$ cat config.mk
export PLATFORM = sky130hd
export DESIGN_NAME = s_ram_dp_be_init
export DESIGN_NICKNAME = d
export VERILOG_FILES = /design/src/rtl/s_ram_dp_be_init.sv
export SDC_FILE = /design/constraint.sdc
export NUM_CORES = 1
export LEC_CHECK = 0
export BUFFER_PORTS_ARGS = -buffer_cell sky130_fd_sc_hd__buf_2
export CORE_MARGIN = 1
export CORE_UTILIZATION = 50
export DETAILED_ROUTE_END_ITERATION = 10
export GPL_TIMING_DRIVEN = 0
export PLACE_DENSITY = 0.67
export SLEW_MARGIN = 20
export SYNTH_ARGS = -nofsm -noshare
export SYNTH_HDL_FRONTEND = slang
export SYNTH_SLANG_ARGS = --single-unit
$ cat constraint.sdc
create_clock -name clk -period 1.9 [get_ports clk]
set_input_delay 0.38 -clock clk [delete_from_list [all_inputs] [get_ports clk]]
set_output_delay 0.38 -clock clk [all_outputs]
set_load 0.03 [all_outputs]
$ cat src/rtl/s_ram_dp_be_init.sv
// s_ram_dp_be_init: simple-dual-port synchronous RAM (one write port, one read
// port, one clock) with per-byte write enables, selectable read-during-write
// behaviour, optional output register, read-valid strobe and a sequential
// clear engine that zeroes the whole array after reset or on request.
module s_ram_dp_be_init #(
    parameter int ADD_SIZE  = 4,
    parameter int RAM_WIDTH = 8,
    parameter int BE_W      = RAM_WIDTH / 8,
    parameter bit OUT_REG   = 1'b0,
    parameter bit RDW_MODE  = 1'b0
) (
    input  logic                 clk,
    input  logic                 rst,
    input  logic                 clr,
    output logic                 busy,
    input  logic                 write,
    input  logic [ADD_SIZE-1:0]  wr_add,
    input  logic [BE_W-1:0]      wr_be,
    input  logic [RAM_WIDTH-1:0] d_in,
    input  logic                 read,
    input  logic [ADD_SIZE-1:0]  rd_add,
    output logic [RAM_WIDTH-1:0] d_out,
    output logic                 d_valid
);

    localparam int                DEPTH    = 2 ** ADD_SIZE;
    localparam logic [ADD_SIZE-1:0] LAST_ADD = ADD_SIZE'(DEPTH - 1);

    typedef enum logic {
        ST_CLEAR,
        ST_READY
    } state_t;

    state_t                r_state;
    state_t                w_state_nxt;
    logic [ADD_SIZE-1:0]   r_clr_ptr;
    logic [RAM_WIDTH-1:0]  r_mem [DEPTH];
    logic                  w_wr_en;
    logic                  w_rd_en;
    logic                  w_collide;
    logic [RAM_WIDTH-1:0]  w_rd_word;

    // Ports are dead while the sweep owns the array.
    assign busy      = (r_state == ST_CLEAR);
    assign w_wr_en   = write & ~busy;
    assign w_rd_en   = read & ~busy;
    assign w_collide = w_wr_en & (wr_add == rd_add);

    // State register: reset lands in CLEAR so the array is always swept at start-up.
    // NOTE: sequential state uses non-blocking (<=) so every flop samples pre-edge values.
    always_ff @(posedge clk or negedge rst) begin
        if (!rst) r_state <= ST_CLEAR;
        else      r_state <= w_state_nxt;
    end

    // Next-state: finish the sweep on the last word, restart it on clr from READY.
    // NOTE: the default assignment first keeps this combinational block latch-free.
    always_comb begin
        w_state_nxt = r_state;
        case (r_state)
            ST_CLEAR: if (r_clr_ptr == LAST_ADD) w_state_nxt = ST_READY;
            ST_READY: if (clr)                   w_state_nxt = ST_CLEAR;
            default:                             w_state_nxt = ST_CLEAR;
        endcase
    end

    // Sweep pointer: advances while clearing, parked at 0 otherwise so a new sweep starts at 0.
    always_ff @(posedge clk or negedge rst) begin
        if (!rst)                     r_clr_ptr <= '0;
        else if (r_state == ST_CLEAR) r_clr_ptr <= r_clr_ptr + ADD_SIZE'(1);
        else                          r_clr_ptr <= '0;
    end

    // Array write: sweep zeroes one word per cycle, otherwise byte-masked port write.
    // NOTE: the array has no reset so it maps onto RAM macros; the sweep provides known contents.
    always_ff @(posedge clk) begin
        if (r_state == ST_CLEAR) begin
            r_mem[r_clr_ptr] <= '0;
        end else if (w_wr_en) begin
            for (int k = 0; k < BE_W; k++) begin
                if (wr_be[k]) r_mem[wr_add][8*k +: 8] <= d_in[8*k +: 8];
            end
        end
    end

    // Read word: the stored word, with enabled write bytes forwarded on a collision in new-data mode.
    always_comb begin
        w_rd_word = r_mem[rd_add];
        if (RDW_MODE && w_collide) begin
            for (int k = 0; k < BE_W; k++) begin
                if (wr_be[k]) w_rd_word[8*k +: 8] = d_in[8*k +: 8];
            end
        end
    end

    generate
        if (OUT_REG) begin : g_out_reg
            logic [RAM_WIDTH-1:0] r_stage_data;
            logic                 r_stage_vld;

            // Stage register: captures the read word at the first edge.
            always_ff @(posedge clk or negedge rst) begin
                if (!rst) begin
                    r_stage_data <= '0;
                    r_stage_vld  <= 1'b0;
                end else begin
                    r_stage_vld <= w_rd_en;
                    if (w_rd_en) r_stage_data <= w_rd_word;
                end
            end

            // Output register: presents the staged word at the second edge, holds otherwise.
            always_ff @(posedge clk or negedge rst) begin
                if (!rst) begin
                    d_out   <= '0;
                    d_valid <= 1'b0;
                end else begin
                    d_valid <= r_stage_vld;
                    if (r_stage_vld) d_out <= r_stage_data;
                end
            end
        end else begin : g_no_out_reg
            // Output register: presents the read word one edge after the request, holds otherwise.
            always_ff @(posedge clk or negedge rst) begin
                if (!rst) begin
                    d_out   <= '0;
                    d_valid <= 1'b0;
                end else begin
                    d_valid <= w_rd_en;
                    if (w_rd_en) d_out <= w_rd_word;
                end
            end
        end
    endgenerate

endmodule

== Yosys cells after proc, flatten, opt, wreduce, memory -nomap -nowiden ==
Memories as Yosys holds them, arrays and structs flattened. A register that Yosys moved wholly into a read port is not among the register bits.
Index checks and enable logic that the tools add are counted.
Cells by class
  add/subtract/negate cells: 1
  eq/ne operators: 1
  muxes and demuxes: 12
  bitwise logic cells: 3
  reduce and logical (&&, ||, !) cells: 2
Operators with widths (count)
  2-to-1 mux 1 bit: 8
  2-to-1 mux 4 bit: 2
  2-to-1 mux 8 bit: 1
  OR reduction 8 bit: 1
  adder 4 x 1 -> 4 bit (second input constant): 1
  equality test 4 bit (second input constant): 1
  bitwise AND 1 bit: 2
  one-hot mux 1 bit (2 select lines): 1
  zero test 1 bit: 1
  NOT 1 bit: 1
Storage, ports and cells
  register bits after elaboration: 6
  memory bits (writable): 128
  word-level logic and storage cells: 23
  memories kept: 1
Memory list
  r_mem: words 16, width 8, read ports 1, clocked after Yosys merged registers in 1, wr ports 1, line 37  | logic [RAM_WIDTH-1:0] r_mem [DEPTH];

== Depth between registers and ports, before layout ==
Gate-level depths: netlist of the first run.
  word-level depth: 6
  gate-level depth with buffers: 6
  depth with buffers taken out: 4

== Least setup slack after synthesis of the first run ==
OpenSTA, ideal clock, no wires.
  path type: input -> register
  start point: in wr_be
  end point: mem r_mem[1][0] (enable)
  data arrival time: 1375 ps
  slack: 155 ps
  stages on the path: 5
  path through: and3_1 buf_2 nor3b_1 a31oi_2 nor2_1
Between the ends
  cells in the longest elaborated chain, start to end: 6
  elaborated cells between the ends (all ways): 7
Ends and longest elaborated chain
  from (decl): line 18  | input logic [BE_W-1:0] wr_be,
  2-to-1 mux 1 bit *: line 81  | if (wr_be[k]) r_mem[wr_add][8*k +: 8] <= d_in[8*k +: 8];
  2-to-1 mux 1 bit *: line 79  | end else if (w_wr_en) begin
  2-to-1 mux 1 bit *: line 77  | if (r_state == ST_CLEAR) begin
  2-to-1 mux 1 bit (implied by the code) *: line 81
  OR reduction 8 bit (no line)
  2-to-1 mux 4 bit (no line) / 2-to-1 mux 1 bit (equally long branches)
  to (decl): line 37
Mark *: on every way between the ends. The rest lies on a longest branch, timed or not.

== Worst setup path after layout of the first run ==
  start point: reg r_state
  end point: mem r_mem[1][0] (enable)
Between the ends
  cells in the longest elaborated chain, start to end: 6
  elaborated cells between the ends (all ways): 8
Ends and longest elaborated chain
  from (decl): line 34  | state_t r_state;
  from (signal assigned): line 53  | else r_state <= w_state_nxt;
  bitwise AND 1 bit: line 45  | assign w_wr_en = write & ~busy;
  2-to-1 mux 1 bit: line 79
  2-to-1 mux 1 bit: line 77
  2-to-1 mux 1 bit (implied by the code): line 81
  OR reduction 8 bit (no line)
  2-to-1 mux 4 bit (no line) / 2-to-1 mux 1 bit (equally long branches)
Several ways; a longest one is shown, not always the timed one.

==> impl_metrics.toml, run 1 <==
[yosys]
ys.warnings.count = 0
synthesis.nets = 385
post_synth_instance_area_sq_mm = 0.00576
synth_seq_area_share_pct = 72.9
syn-mean-instance-area_sq_um = 15.9
ys_seq_elements = 142
netlist_instances = 362
synth.lib_cells_used.distinct = 29

[die]
dieWidth_um = 109
die_h_um = 109
core_sq_mm = 0.0110
pin_count = 32
design.die.area_sq_mm = 0.0119
floorplan.rows = 38
starting_density_of_the_core_pct = 52.2

[setup_path]
crit_path_end_kind = "flop"
worst-r2r-setup-slack_ns = -0.05
start_kind = "flop"
crit_path_max_fo = 8
required_ns = 1.98
critical_path_arrival_ns = 2.03
timing.setup.critical_path_class = "flop to flop"

[detailed_routing]
finalWirelength_mm = 12.5
detailed_routing_iterations_pass_1 = 5
vias = 3292
drcViolationCount = 0
wl_per_cell_um = 21.9
route.detailed.vias_per_inst = 5.80
dr.first_iter.drc_count = 296
antenna_violating_nets_post_route = 0

[power_and_ir_drop]
p_per_area_mw_per_mm2 = 1370
p_seq_share_pct = 46.5
cellLeakagePower_nw = 2.56
p_switching_mw = 2.80
internal_power_mw = 6.57
total_power_mw = 9.37
power_frac_clock_pct = 33.3
combinationalPowerShare_pct = 20.2
netSwitchingFraction_pct = 29.9
vdd_drop_max_mv = 0.687

[timing]
grt_setup_unrepaired = "yes"
report.final.setup_viol = 66
total_negative_setup_slacks_ns = -1.02
fin_ws_ns = -0.0528
final-hold-violation-count = 0
final_slew_violations = 0
finalCriticalPeriod_ns = 1.95
timing.slew.headroom_pct = 47.6
finalClockSkew_ns = 0.00918
worstMarginPinSlew_ns = 0.785
final.period_utilization_pct = 103
timing.fmax_mhz = 512

[grt]
global_route.usage.met3_pct = 5.99
met1_usage_pct = 30.9
first_global_vias = 3168
gr-max-usage-layer = "met2"
maximum_number_of_pins_on_one_net_before_global_route_repair = 17
gr-total-overflow = 0
antenna_found_initial = 0
gr-usage-met2_pct = 35.9
wire_length_of_the_first_global_routing_pass_mm = 18.5
global_route.usage.total_pct = 22.8

[place]
hpwl_mm = 8.02
numPortBuffers = 30
place.detailed.instances = 532
place_ws_ns = -0.374
place.gp.congestion = 0.870

[finish]
layout.nets = 438
drive_above_1_share_pct = 26.2
area_growth_pct = 19.3
fin_util_pct = 62.2
instances_no_fill = 568
insertedDiodeCount = 0

[clock_tree]
clk_latency_worst_skew_pair_ns = 0.41
numClockSinks = 142
max-clock-path-buffers = 2
cts_tree = "yes"
clock_tree_root_driver_cell = "sky130_fd_sc_hd__clkbuf_16"
clock_pin_slew_reported_for_the_worst_setup_and_hold_paths_after_clock_tree_synthesis_ns = 0.06
htree_levels = 4
cts-buffers-inserted = 17

[run_status]
outcome = "finished, violations left"
violations = "setup timing"

[job]
maxCapViolations = 0

[min_path]
holdCritPathClass = "primary input to flop"
[synthesized netlist by cell type, drive strengths merged]
master  count  area, sq um
and3        3         18.8
clkbuf      2         10.0
a32oi       1         8.76
dfrtp      14          350
nor2b       3         18.8
o22ai       1         6.26
nand4       8         50.1
mux2i      64          641
nor2       25          101
and2        9         56.3
nor3b       2         15.0
buf        16          150
nor3        2         10.0
a31oi       5         43.8
ha          1         12.5
a21oi       1         5.00
xnor2       1         8.76
edfxtp    128         3840
xor2        1         8.76
nand2      27          101
inv         5         18.8
a22oi      25          188
nand3      18         90.1
[power groups by stage]
| stage | clock [mW] | combinational (mW) | sequential, mW |
|---|---|---|---|
| after CTS | 3.14 | 1.75 | 4.36 |
| final | 3.12 | 1.89 | 4.36 |
| after global placement | 0 | 1.54 | 4.39 |
| after detailed placement | 0 | 1.58 | 4.42 |
| after global routing | 3.31 | 2.05 | 4.41 |
| after floorplan | 0 | 0.913 | 4.52 |
[critical path: stages (launching register included)]
cell	delay, ns
sky130_fd_sc_hd__dfrtp_1	0.41
sky130_fd_sc_hd__and3_1	0.15
sky130_fd_sc_hd__buf_2	0.17
sky130_fd_sc_hd__nor3b_1	0.42
sky130_fd_sc_hd__a31oi_4	0.14
sky130_fd_sc_hd__nor2_4	0.32
[repair_timing]
| item | 4_1_cts | 5_1_grt |
|---|---|---|
| endpoints found under the hold margin | 14 | 0 |
| setup endpoints to repair | 128 | 229 |
| hold buffers | 1 | 0 |
| setup buffers | 0 | 3 |
| resized for setup | 22 | 18 |
| pin swaps | 0 | 4 |
[sequential cells by signal (all words and copies together) (netlist names)]
name	flops
r_clr_ptr	4
d_out	8
d_valid	1
r_mem	128
r_state	1
[placed cells by master, fill, tap and decap left out, drive strengths merged]
cell type and n:
nor2b 3, bufinv 1, edfxtp 128, a22oi 25
nor2 25, and3 3, a32oi 1, nor3 2
o22ai 1, xor2 1, a21oi 1, nand2 27
nand4 8, and2 9, a31oi 5, inv 7
xnor2 1, nand3 18, clkbuf 23, dlygate4sd3 1
clkinvlp 5, buf 48, mux2i 64, nor3b 2
dfrtp 14, clkinv 4, ha 1
[routing by layer]
metal	vias up	share of wire, %
met3	12	5.9
met1	1655	43
li1	1506	-
met5	-	0
met2	119	50
met4	0	1.1
[metrics by stage]
stage	hold slack, ns	instance area [sq um]
after floorplan	0.0844	5760
after global placement	0.301	6080
after detailed placement	0.305	6080
after CTS	0.140	6740
after global routing	0.152	6870
final	0.177	6870
[cell type report]
class	count	area, sq um
Sequential cell	142	4190
Fill cell	799	4170
Multi-Input combinational cell	197	1530
Clock buffer	20	457
Timing Repair Buffer	34	220
Tap cell	140	175
Buffer	18	163
Clock inverter	12	113
Inverter	5	18.8
[path summary, 6_finish.rpt]
kind	from	to	depth (start not counted)
min in group asynchronous	rst	d_out[4]	2
max in group asynchronous	rst	d_out[3]	2
setup reg to reg	r_state	r_mem[1][0]	5
hold reg to reg	d_out[6]	d_out[6]	2
hold / removal	clr	r_state	2
setup / recovery	r_state	r_mem[1][0]	5
[kinds of logic after synthesis]
family	count (synthesis)	share of synthesized area, %
XOR/XNOR	2	0.304
flip-flops	142	72.9
multiplexers	64	11.1
AND/OR/NAND/NOR	97	8.02
buffers and inverters	23	3.11
adder cells (fa/ha/maj)	1	0.217
AO/OA/AOI/OAI	33	4.37
Power figures use the tool's default switching activity.
==> inputs of run 2 (changes only) <==
--- a/config.mk
+++ b/config.mk
@@ -6,8 +6,9 @@
 export NUM_CORES = 1
 export LEC_CHECK = 0
 export BUFFER_PORTS_ARGS = -buffer_cell sky130_fd_sc_hd__buf_2
-export CORE_MARGIN = 1
+export CORE_MARGIN = 8
 export CORE_UTILIZATION = 50
+export CTS_CLUSTER_DIAMETER = 50
 export DETAILED_ROUTE_END_ITERATION = 10
 export GPL_TIMING_DRIVEN = 0
 export PLACE_DENSITY = 0.67
==> impl_metrics.toml, run 2 (synthesis results as in run 1) <==
[grt]
maximum_number_of_pins_on_one_net_before_global_route_repair = 17
gr-usage-met2_pct = 28.7
antenna_found_initial = 0
wire_length_of_the_first_global_routing_pass_mm = 18.7
gr-total-overflow = 0
global_route.usage.total_pct = 17.3
met1_usage_pct = 21.7
first_global_vias = 3259
global_route.usage.met3_pct = 5.16
gr-max-usage-layer = "met2"

[timing]
finalClockSkew_ns = 0.0101
grt_setup_unrepaired = "yes"
final_slew_violations = 0
final-hold-violation-count = 0
fin_ws_ns = 0.0290
timing.slew.headroom_pct = 37.9
total_negative_setup_slacks_ns = 0
final.period_utilization_pct = 98.5
finalCriticalPeriod_ns = 1.87
report.final.setup_viol = 0
worstMarginPinSlew_ns = 0.932
timing.fmax_mhz = 534

[detailed_routing]
antenna_violating_nets_post_route = 0
finalWirelength_mm = 12.8
drcViolationCount = 0
route.detailed.vias_per_inst = 5.77
detailed_routing_iterations_pass_1 = 5
vias = 3299
wl_per_cell_um = 22.3
dr.first_iter.drc_count = 400

[power_and_ir_drop]
internal_power_mw = 7.00
total_power_mw = 9.88
p_per_area_mw_per_mm2 = 1410
vdd_drop_max_mv = 0.848
combinationalPowerShare_pct = 20.5
p_seq_share_pct = 44.1
netSwitchingFraction_pct = 29.2
cellLeakagePower_nw = 2.62
power_frac_clock_pct = 35.4
p_switching_mw = 2.88

[finish]
regMostFlops = "r_mem"
fin_area_sq_mm = 0.00700
final_common_cell = "sky130_fd_sc_hd__edfxtp_1"
most_frequent_cells_in_the_layout = "sky130_fd_sc_hd__edfxtp_1, sky130_fd_sc_hd__mux2i_1, sky130_fd_sc_hd__buf_2"
insertedDiodeCount = 0
number_of_flip_flops_under_the_largest_register_name = 128
layout.area.seq_sq_mm = 0.00419
layout.nets = 439
area_occupied_by_multi_input_gates_sq_mm = 0.00157
drive_above_1_share_pct = 26.8
final.fill_count = 833
fin_util_pct = 61.8
biggestRegsByFlops = "r_mem (128), d_out (8), r_clr_ptr (4)"
area_growth_pct = 21.6

[setup_path]
cpLargestDelayFamily = "compound AO/OA/AOI/OAI gates"
worst-r2r-cell-count = 6
timing.setup.critical_path_class = "flop to flop"
slowest_stage = "sky130_fd_sc_hd__a31oi_2"
required_ns = 2.07
crit_path_end_kind = "flop"
rr_startpoint = "r_state"
path_cells = "and3_1 > buf_2 > nor3_1 > a31oi_2 > nor2_4 > buf_12"
path_buf_inv = 2
rr_endpoint = "r_mem[12][1]"
worst-r2r-setup-slack_ns = 0.03
start_kind = "flop"
critical_path_arrival_ns = 2.04
timing.critical_path.from = "r_state"
cp_slowest_stage_delay_ns = 0.54
crit_path_max_fo = 8

[clock_tree]
numClockSinks = 142
clock_pin_slew_reported_for_the_worst_setup_and_hold_paths_after_clock_tree_synthesis_ns = 0.06
clock_tree_root_driver_cell = "sky130_fd_sc_hd__clkbuf_16"
max-clock-path-buffers = 2
cts_tree = "yes"
htree_levels = 4
clk_latency_worst_skew_pair_ns = 0.41
cts-buffers-inserted = 17

[place]
place.gp.congestion = 0.847
hpwl_mm = 8.28
placed_cell_area_sq_mm = 0.00609
numPortBuffers = 30
place_ws_ns = -0.377

[die]
design.die.area_sq_mm = 0.0152
starting_density_of_the_core_pct = 50.9
core_sq_mm = 0.0113
pin_count = 32
die_h_um = 123
dieWidth_um = 123
floorplan.rows = 39

[job]
maxCapViolations = 0

[min_path]
hold_start = "clr"
holdCritPathClass = "primary input to flop"
cell_count_of_the_worst_hold_path = 2
hold_end = "r_state"

[run_status]
outcome = "finished, final reports clean"
[run 2: power groups by stage]
stage	Sequential (mW)	Clock [mW]	Combinational, mW
after floorplan	4.52	0	0.913
after global placement	4.38	0	1.54
after detailed placement	4.41	0	1.58
after CTS	4.35	3.51	1.71
after global routing	4.40	3.64	2.17
final	4.36	3.50	2.03
[run 2: how the worst max path moves through the flow]
stage	slack, ns	cells after the start	end
2_1_floorplan	0.15	5	r_mem[1][0]
3_3_place_gp	-0.34	6	r_mem[13][3]
3_5_place_dp	-0.38	6	r_mem[15][5]
4_1_cts	-0.16	5	r_mem[0][6]
5_1_grt	-0.01	5	r_mem[1][1]
6_report	0.03	6	r_mem[12][1]
[run 2: timing repair]
item / 4_1_cts / 5_1_grt
endpoints found under the setup margin: 138 / 168
hold buffers: 1 / 0
hold endpoints to repair: 14 / 0
resized for setup: 19 / 30
setup buffers: 0 / 4
pin swaps: 0 / 5
[run 2: metal layers]
layer / up-vias / share of wire [%]
met4: 0 / 0.97
met1: 1674 / 40
met5: - / 0
li1: 1504 / -
met3: 12 / 6.8
met2: 109 / 52
[run 2: cell type report]
class / count / area share, %
timing repair buffer: 35 / 3.43
clock buffer: 19 / 6.33
inverter: 5 / 0.268
sequential: 142 / 59.9
buffer: 18 / 2.32
tap: 143 / 2.56
multi-input combinational: 197 / 22.4
clock inverter: 13 / 2.72
[run 2: per-stage QoR]
step | std cells | hold slack (ns)
floorplan | 362 | 0.0844
global placement | 535 | 0.311
detailed placement | 535 | 0.313
CTS | 568 | 0.145
global route | 572 | 0.159
finish | 572 | 0.151
